==> config.mk <==
export PLATFORM = sky130hd
export DESIGN_NAME = stack_op_sequencer
export DESIGN_NICKNAME = d
export VERILOG_FILES = /design/src/rtl/stack_op_sequencer.sv
export SDC_FILE = /design/constraint.sdc
export NUM_CORES = 1
export LEC_CHECK = 0
export ABC_AREA = 1
export BUFFER_PORTS_ARGS = -buffer_cell sky130_fd_sc_hd__buf_2
export CAP_MARGIN = 10
export CORE_MARGIN = 5
export CORE_UTILIZATION = 51
export DETAILED_ROUTE_END_ITERATION = 6
export GPL_ROUTABILITY_DRIVEN = 1
export HOLD_SLACK_MARGIN = 0.06
export PLACE_DENSITY_LB_ADDON = 0.12
export REMOVE_ABC_BUFFERS = 1
export SETUP_SLACK_MARGIN = 0.05
export SLEW_MARGIN = 20
export SYNTH_ARGS = -nofsm -noshare
export SYNTH_HDL_FRONTEND = slang
export SYNTH_SLANG_ARGS = --single-unit
==> constraint.sdc <==
create_clock -name clk -period 2.2 [get_ports clk]
set_clock_uncertainty 0.1 [all_clocks]
set_input_delay 0.22 -clock clk [delete_from_list [all_inputs] [get_ports clk]]
set_output_delay 0.22 -clock clk [all_outputs]
set_load 0.1 [all_outputs]
==> src/rtl/stack_op_sequencer.sv <==
// Stack operation sequencer: bus master that turns push/pop/load/read commands
// for two hardware stacks into 8-bit bus cycles on the stack control window and
// the stack frame window, tracking per-stack depth so overflow and underflow are
// rejected before any bus traffic.
module stack_op_sequencer #(
  parameter logic [15:0] CTRL_BASE     = 16'hFC00,
  parameter logic [15:0] FRAME_BASE    = 16'hC000,
  parameter int          DEPTH         = 256,
  parameter int          STROBE_CYCLES = 1
) (
  input  logic        clk,
  input  logic        n_rst,
  input  logic        cmd_valid,
  output logic        cmd_ready,
  input  logic [1:0]  cmd_op,
  input  logic        cmd_sel,
  input  logic [7:0]  cmd_data,
  output logic        rsp_valid,
  output logic [7:0]  rsp_data,
  output logic        rsp_err,
  output logic [15:0] a,
  output logic [7:0]  d_out,
  input  logic [7:0]  d_in,
  output logic        n_we,
  output logic        n_oe,
  output logic [8:0]  depth_0,
  output logic [8:0]  depth_1
);

  typedef enum logic [2:0] {
    ST_INIT, ST_IDLE, ST_DECODE, ST_SETUP, ST_STROBE, ST_DONE, ST_ERR
  } state_t;

  typedef enum logic [1:0] {
    OP_PUSH = 2'b00, OP_POP = 2'b01, OP_LOAD = 2'b10, OP_READ = 2'b11
  } op_t;

  // One bus access: where, what to write, whether it is a read, and whether it
  // is the final access of the command.
  typedef struct packed {
    logic [15:0] addr;
    logic [7:0]  data;
    logic        rd;
    logic        last;
  } acc_t;

  localparam logic [8:0] LP_DEPTH       = 9'(DEPTH);
  localparam logic [1:0] LP_STROBE_LAST = 2'(STROBE_CYCLES - 1);

  // Access plan for a command step. Push pre-decrements the hardware SP before
  // writing the slot; pop reads the slot and then post-increments the SP.
  function automatic acc_t acc_plan(input logic init, input op_t op, input logic sel,
                                    input logic step, input logic [7:0] wdata);
    acc_t        p;
    logic [15:0] slot;
    logic [15:0] ctrl_sp;
    slot    = FRAME_BASE | {4'b0000, sel, 11'b0};
    ctrl_sp = CTRL_BASE + {15'b0, sel};
    // NOTE: every field gets a default before the case, so no path leaves a
    // value undefined and combinational users never infer storage.
    p = '{addr: CTRL_BASE + 16'd3, data: 8'h01, rd: 1'b0, last: 1'b1};
    if (!init) begin
      case (op)
        OP_PUSH: begin
          if (!step) p = '{addr: CTRL_BASE + 16'd2, data: (sel ? 8'hF7 : 8'hFB),
                           rd: 1'b0, last: 1'b0};
          else       p = '{addr: slot, data: wdata, rd: 1'b0, last: 1'b1};
        end
        OP_POP: begin
          if (!step) p = '{addr: slot, data: 8'h00, rd: 1'b1, last: 1'b0};
          else       p = '{addr: CTRL_BASE + 16'd2, data: (sel ? 8'hFD : 8'hFE),
                           rd: 1'b0, last: 1'b1};
        end
        OP_LOAD: p = '{addr: ctrl_sp, data: wdata, rd: 1'b0, last: 1'b1};
        OP_READ: p = '{addr: ctrl_sp, data: 8'h00, rd: 1'b1, last: 1'b1};
      endcase
    end
    return p;
  endfunction

  state_t      r_state;
  op_t         r_op;
  logic        r_sel;
  logic [7:0]  r_data;
  logic        r_init;
  acc_t        r_acc;
  logic [1:0]  r_cnt;
  logic [7:0]  r_rdata;
  logic        r_cmd_ready;
  logic        r_rsp_valid;
  logic        r_rsp_err;
  logic [7:0]  r_rsp_data;
  logic        r_n_we;
  logic        r_n_oe;
  logic [8:0]  r_depth_0;
  logic [8:0]  r_depth_1;

  acc_t        w_first;
  acc_t        w_next;
  logic [8:0]  w_depth_sel;
  logic        w_reject;

  assign w_first     = acc_plan(r_init, r_op, r_sel, 1'b0, r_data);
  assign w_next      = acc_plan(r_init, r_op, r_sel, 1'b1, r_data);
  assign w_depth_sel = r_sel ? r_depth_1 : r_depth_0;
  assign w_reject    = ((r_op == OP_PUSH) && (w_depth_sel == LP_DEPTH)) ||
                       ((r_op == OP_POP)  && (w_depth_sel == 9'd0));

  // Sequencer FSM: all bus and handshake outputs are registered here.
  always_ff @(posedge clk or negedge n_rst) begin
    if (!n_rst) begin
      r_state     <= ST_INIT;
      r_op        <= OP_PUSH;
      r_sel       <= 1'b0;
      r_data      <= 8'h00;
      r_init      <= 1'b1;
      r_acc       <= '0;
      r_cnt       <= 2'd0;
      r_rdata     <= 8'h00;
      r_cmd_ready <= 1'b0;
      r_rsp_valid <= 1'b0;
      r_rsp_err   <= 1'b0;
      r_rsp_data  <= 8'h00;
      r_n_we      <= 1'b1;
      r_n_oe      <= 1'b1;
      r_depth_0   <= 9'd0;
      r_depth_1   <= 9'd0;
    end else begin
      // NOTE: non-blocking assignments throughout, so every decision below sees
      // the state as it was before this edge.
      case (r_state)
        ST_INIT: begin
          r_acc   <= w_first;
          r_state <= ST_SETUP;
        end
        ST_IDLE: begin
          if (cmd_valid) begin
            r_op        <= op_t'(cmd_op);
            r_sel       <= cmd_sel;
            r_data      <= cmd_data;
            r_cmd_ready <= 1'b0;
            r_state     <= ST_DECODE;
          end
        end
        ST_DECODE: begin
          if (w_reject) begin
            r_rsp_valid <= 1'b1;
            r_rsp_err   <= 1'b1;
            r_rsp_data  <= 8'h00;
            r_state     <= ST_ERR;
          end else begin
            r_acc   <= w_first;
            r_state <= ST_SETUP;
          end
        end
        ST_SETUP: begin
          r_n_we  <= r_acc.rd;
          r_n_oe  <= ~r_acc.rd;
          r_cnt   <= LP_STROBE_LAST;
          r_state <= ST_STROBE;
        end
        ST_STROBE: begin
          if (r_cnt != 2'd0) begin
            r_cnt <= r_cnt - 2'd1;
          end else begin
            // Strobe ends here; the address only moves on this same edge or later.
            r_n_we <= 1'b1;
            r_n_oe <= 1'b1;
            if (r_acc.rd) r_rdata <= d_in;
            if (!r_acc.last) begin
              r_acc   <= w_next;
              r_state <= ST_SETUP;
            end else if (r_init) begin
              r_init      <= 1'b0;
              r_cmd_ready <= 1'b1;
              r_state     <= ST_IDLE;
            end else begin
              r_rsp_valid <= 1'b1;
              if (r_acc.rd)             r_rsp_data <= d_in;
              else if (r_op == OP_POP)  r_rsp_data <= r_rdata;
              else                      r_rsp_data <= 8'h00;
              case (r_op)
                OP_PUSH: if (r_sel) r_depth_1 <= r_depth_1 + 9'd1;
                         else       r_depth_0 <= r_depth_0 + 9'd1;
                OP_POP:  if (r_sel) r_depth_1 <= r_depth_1 - 9'd1;
                         else       r_depth_0 <= r_depth_0 - 9'd1;
                OP_LOAD: if (r_sel) r_depth_1 <= 9'd0;
                         else       r_depth_0 <= 9'd0;
                default: ;
              endcase
              r_state <= ST_DONE;
            end
          end
        end
        ST_DONE, ST_ERR: begin
          r_rsp_valid <= 1'b0;
          r_rsp_err   <= 1'b0;
          r_rsp_data  <= 8'h00;
          r_cmd_ready <= 1'b1;
          r_state     <= ST_IDLE;
        end
        default: r_state <= ST_INIT;
      endcase
    end
  end

  assign cmd_ready = r_cmd_ready;
  assign rsp_valid = r_rsp_valid;
  assign rsp_err   = r_rsp_err;
  assign rsp_data  = r_rsp_data;
  assign a         = r_acc.addr;
  assign d_out     = r_acc.data;
  assign n_we      = r_n_we;
  assign n_oe      = r_n_oe;
  assign depth_0   = r_depth_0;
  assign depth_1   = r_depth_1;

endmodule

==> results.toml <==
[yosys]
synth_compound_area_frac = 0.1064
syn_area_per_cell_sq_um = 7.798
synth.area.mux_share = 0.02128
netlist_area_sq_um = 4234
synth_seq_area_share = 0.4205
synth.area.top_cells = "dfrtp_1 40%, nand2_1 15%, nand3_1 5.0%"
synth-simple-area-share = 0.2757
synth.distinct_cells = 36
yosysWarningCount = 0
synth_ff_type = "dfrtp_1"
synth-xor-area-share = 0.01862
synth_top_family_by_area = "simple AND/OR/NAND/NOR gates"
synth_edf_count = 0
async_flop_share = 1.000
synth_seq_cells = 71
synth_cells = 543
yosysTopAreaCell = "dfrtp_1"
yosys.area_share.adder = 0.05378
synth_top_area_share = 0.4019

[worst_hold_path]
hold_path_class = "in2reg"

[placed_design]
place_congestion = 0.8352
dpl.hpwl_mm = 7.024
dpl.cell_count = 696
port_buffers = 68
place_area_sq_um = 4576

[layout]
final_nets = 662
mostFrequentLayoutCell = "nand2_1"
fillers = 755
utilization = 0.6170
drive_gt1_frac = 0.1962
final_area_sq_um = 5019
area_delta_synth_final_pct = 18.53
layout_common_cells = "167 x nand2_1, 68 x buf_2, 67 x dfrtp_1, 51 x inv_1, 41 x nand3_1"
final_cells = 732
antenna_cells = 0

[critical_path]
crit_chain = "inv_2 > nor2_4 > buf_6 > ha_1 > inv_1 > o21ai_0 > a21oi_1 > a21o_1 > nand3_1 > nand2_1"
path_buf_inv = 3
cp_top_family = "compound AO/OA/AOI/OAI gates"
cp_max_fo = 9
cp_slowest_cell = "dfrtp_1"
criticalPathCategory = "reg2reg"
cpPeakStageDelay_ns = 0.39
worst_setup_path_start_kind = "flop"
cp.required_ns = 2.33
endpoint_kind = "flop"
critPathArrivalTime_ns = 2.12

[clocking]
cts_inserted_buffers = 9
path_clk_slew_ns = 0.07
cts_buffer_depth = 2
h-tree-depth = 3
clock-root-buffer = "clkbuf_8"
cts_tree = "yes"
clock_latency_ns = 0.34
cts_sinks = 71

[floorplanning]
ioPinCount = 77
dieArea_sq_um = 10220
die_w_um = 101.1
fp-row-count = 33
core_area_sq_um = 8134
start_util = 0.5205
die_h_um = 101.1

[routing]
drt_iter0_markers = 107
routed-via-count = 3732
wl_per_cell_um = 13.26
drc = 0
routed_wl_mm = 9.706
antenna_left = 0
drt-pass1-iter-count = 4
viasPerCell = 5.098

[run_status]
status = "completed"

[global_route]
grt.overflow.total = 0
grt_max_degree = 72
first_global_vias = 3579
grt_pass1_wl_mm = 16.62
antenna_found_initial = 0
grt_util_all_layers = 0.2002

[sta]
fmax_mhz = 502.6
slew_viol_final = 0
hold_viol = 0
fin_crit_sh = 0.9043
tightest_slew_ns = 0.5449
setup_violations = 0
whs_ns = 0.1669
rsz0062_at_grt = "no"
timing.slew.headroom = 0.6364
min_period_ns = 1.990

[run]
max_cap_viol_count = 0
what timing repair did:
action / 4_1_cts / 5_1_grt
gates resized for setup: 0 / 8
setup endpoints to repair: 0 / 20
hold endpoints to repair: 87 / 0
setup buffers: 0 / 1
hold buffers: 20 / 0
kinds of logic (layout without fill, tap and decap cells):
kind of cell / Yosys count / in the layout
buffers and inverters: 90 / 167
and+or+nand+nor: 262 / 262
muxes: 8 / 8
adders and majority gates: 17 / 17
xor gates and xnor gates: 9 / 9
DFF: 71 / 71
other: 1 / 8
AOI/OAI and AO/OA: 85 / 85
registers in the layout, indices dropped and copies added, names as in the netlist, 3 cells and up:
signal    flops
r_rdata       8
depth_1       9
depth_0       9
r_state       3
rsp_data      8
r_data        8
d_out         8
a             5
routing by layer:
| layer | GRT usage | part of all wire | vias to the layer above |
|---|---|---|---|
| met2 | 0.3295 | 0.48 | 78 |
| met1 | 0.2731 | 0.47 | 1730 |
| met3 | 0.02907 | 0.045 | 12 |
| li1 | - | - | 1912 |
| met5 | 0 | 0 | - |
| met4 | 0.06339 | 0.013 | 0 |
tightest hold or removal path: cells and delay by family:
family / cells / cell delay, ns
simple gates: 3 / 0.26
buf+inv: 1 / 0.10
worst paths after layout:
check / slack (ns) / to / from / depth (start not counted)
setup / recovery: 0.21 / depth_0[8] / r_op[0] / 10
hold / removal: 0.17 / r_data[6] / cmd_valid / 4
setup reg to reg: 0.21 / depth_0[8] / r_op[0] / 10
hold reg to reg: 0.37 / rsp_data[0] / rsp_data[0] / 2
max in group asynchronous: 1.32 / r_init / n_rst / 3
min in group asynchronous: 0.34 / depth_1[0] / n_rst / 3
final cells by class:
| type | instances | area (sq um) | share of cell area |
|---|---|---|---|
| Clock buffer | 9 | 123.9 | 0.02468 |
| Timing Repair Buffer | 97 | 628.1 | 0.1252 |
| Sequential cell | 71 | 1782 | 0.3550 |
| Multi-Input combinational cell | 389 | 2061 | 0.4106 |
| Clock inverter | 6 | 86.33 | 0.01720 |
| Inverter | 55 | 206.4 | 0.04114 |
| Tap cell | 105 | 131.4 | 0.02618 |
synth_stat cells (all sizes together), types with 2 or more instances:
cell type and n:
nor3 2, o21ai 52, nand3 46, dfstp 3, xnor2 7, a31oi 3, nand2 171, ha 15
nand4 15, nor2 26, o21bai 2, clkbuf 6, buf 29, a21oi 25, mux2 8, fa 2
xor2 2, dfrtp 68, inv 54
stage by stage:
stage | setup WS [ns] | TNS, ns
after floorplan | -0.2849 | -0.9108
after global placement | 0.1903 | 0
after detailed placement | 0.1351 | 0
after CTS | 0.1327 | 0
after global routing | 0.06085 | 0
final | 0.2104 | 0
Power is not shown: default switching activity piles up to over one toggle a cycle in this logic, so the estimate is an artifact.
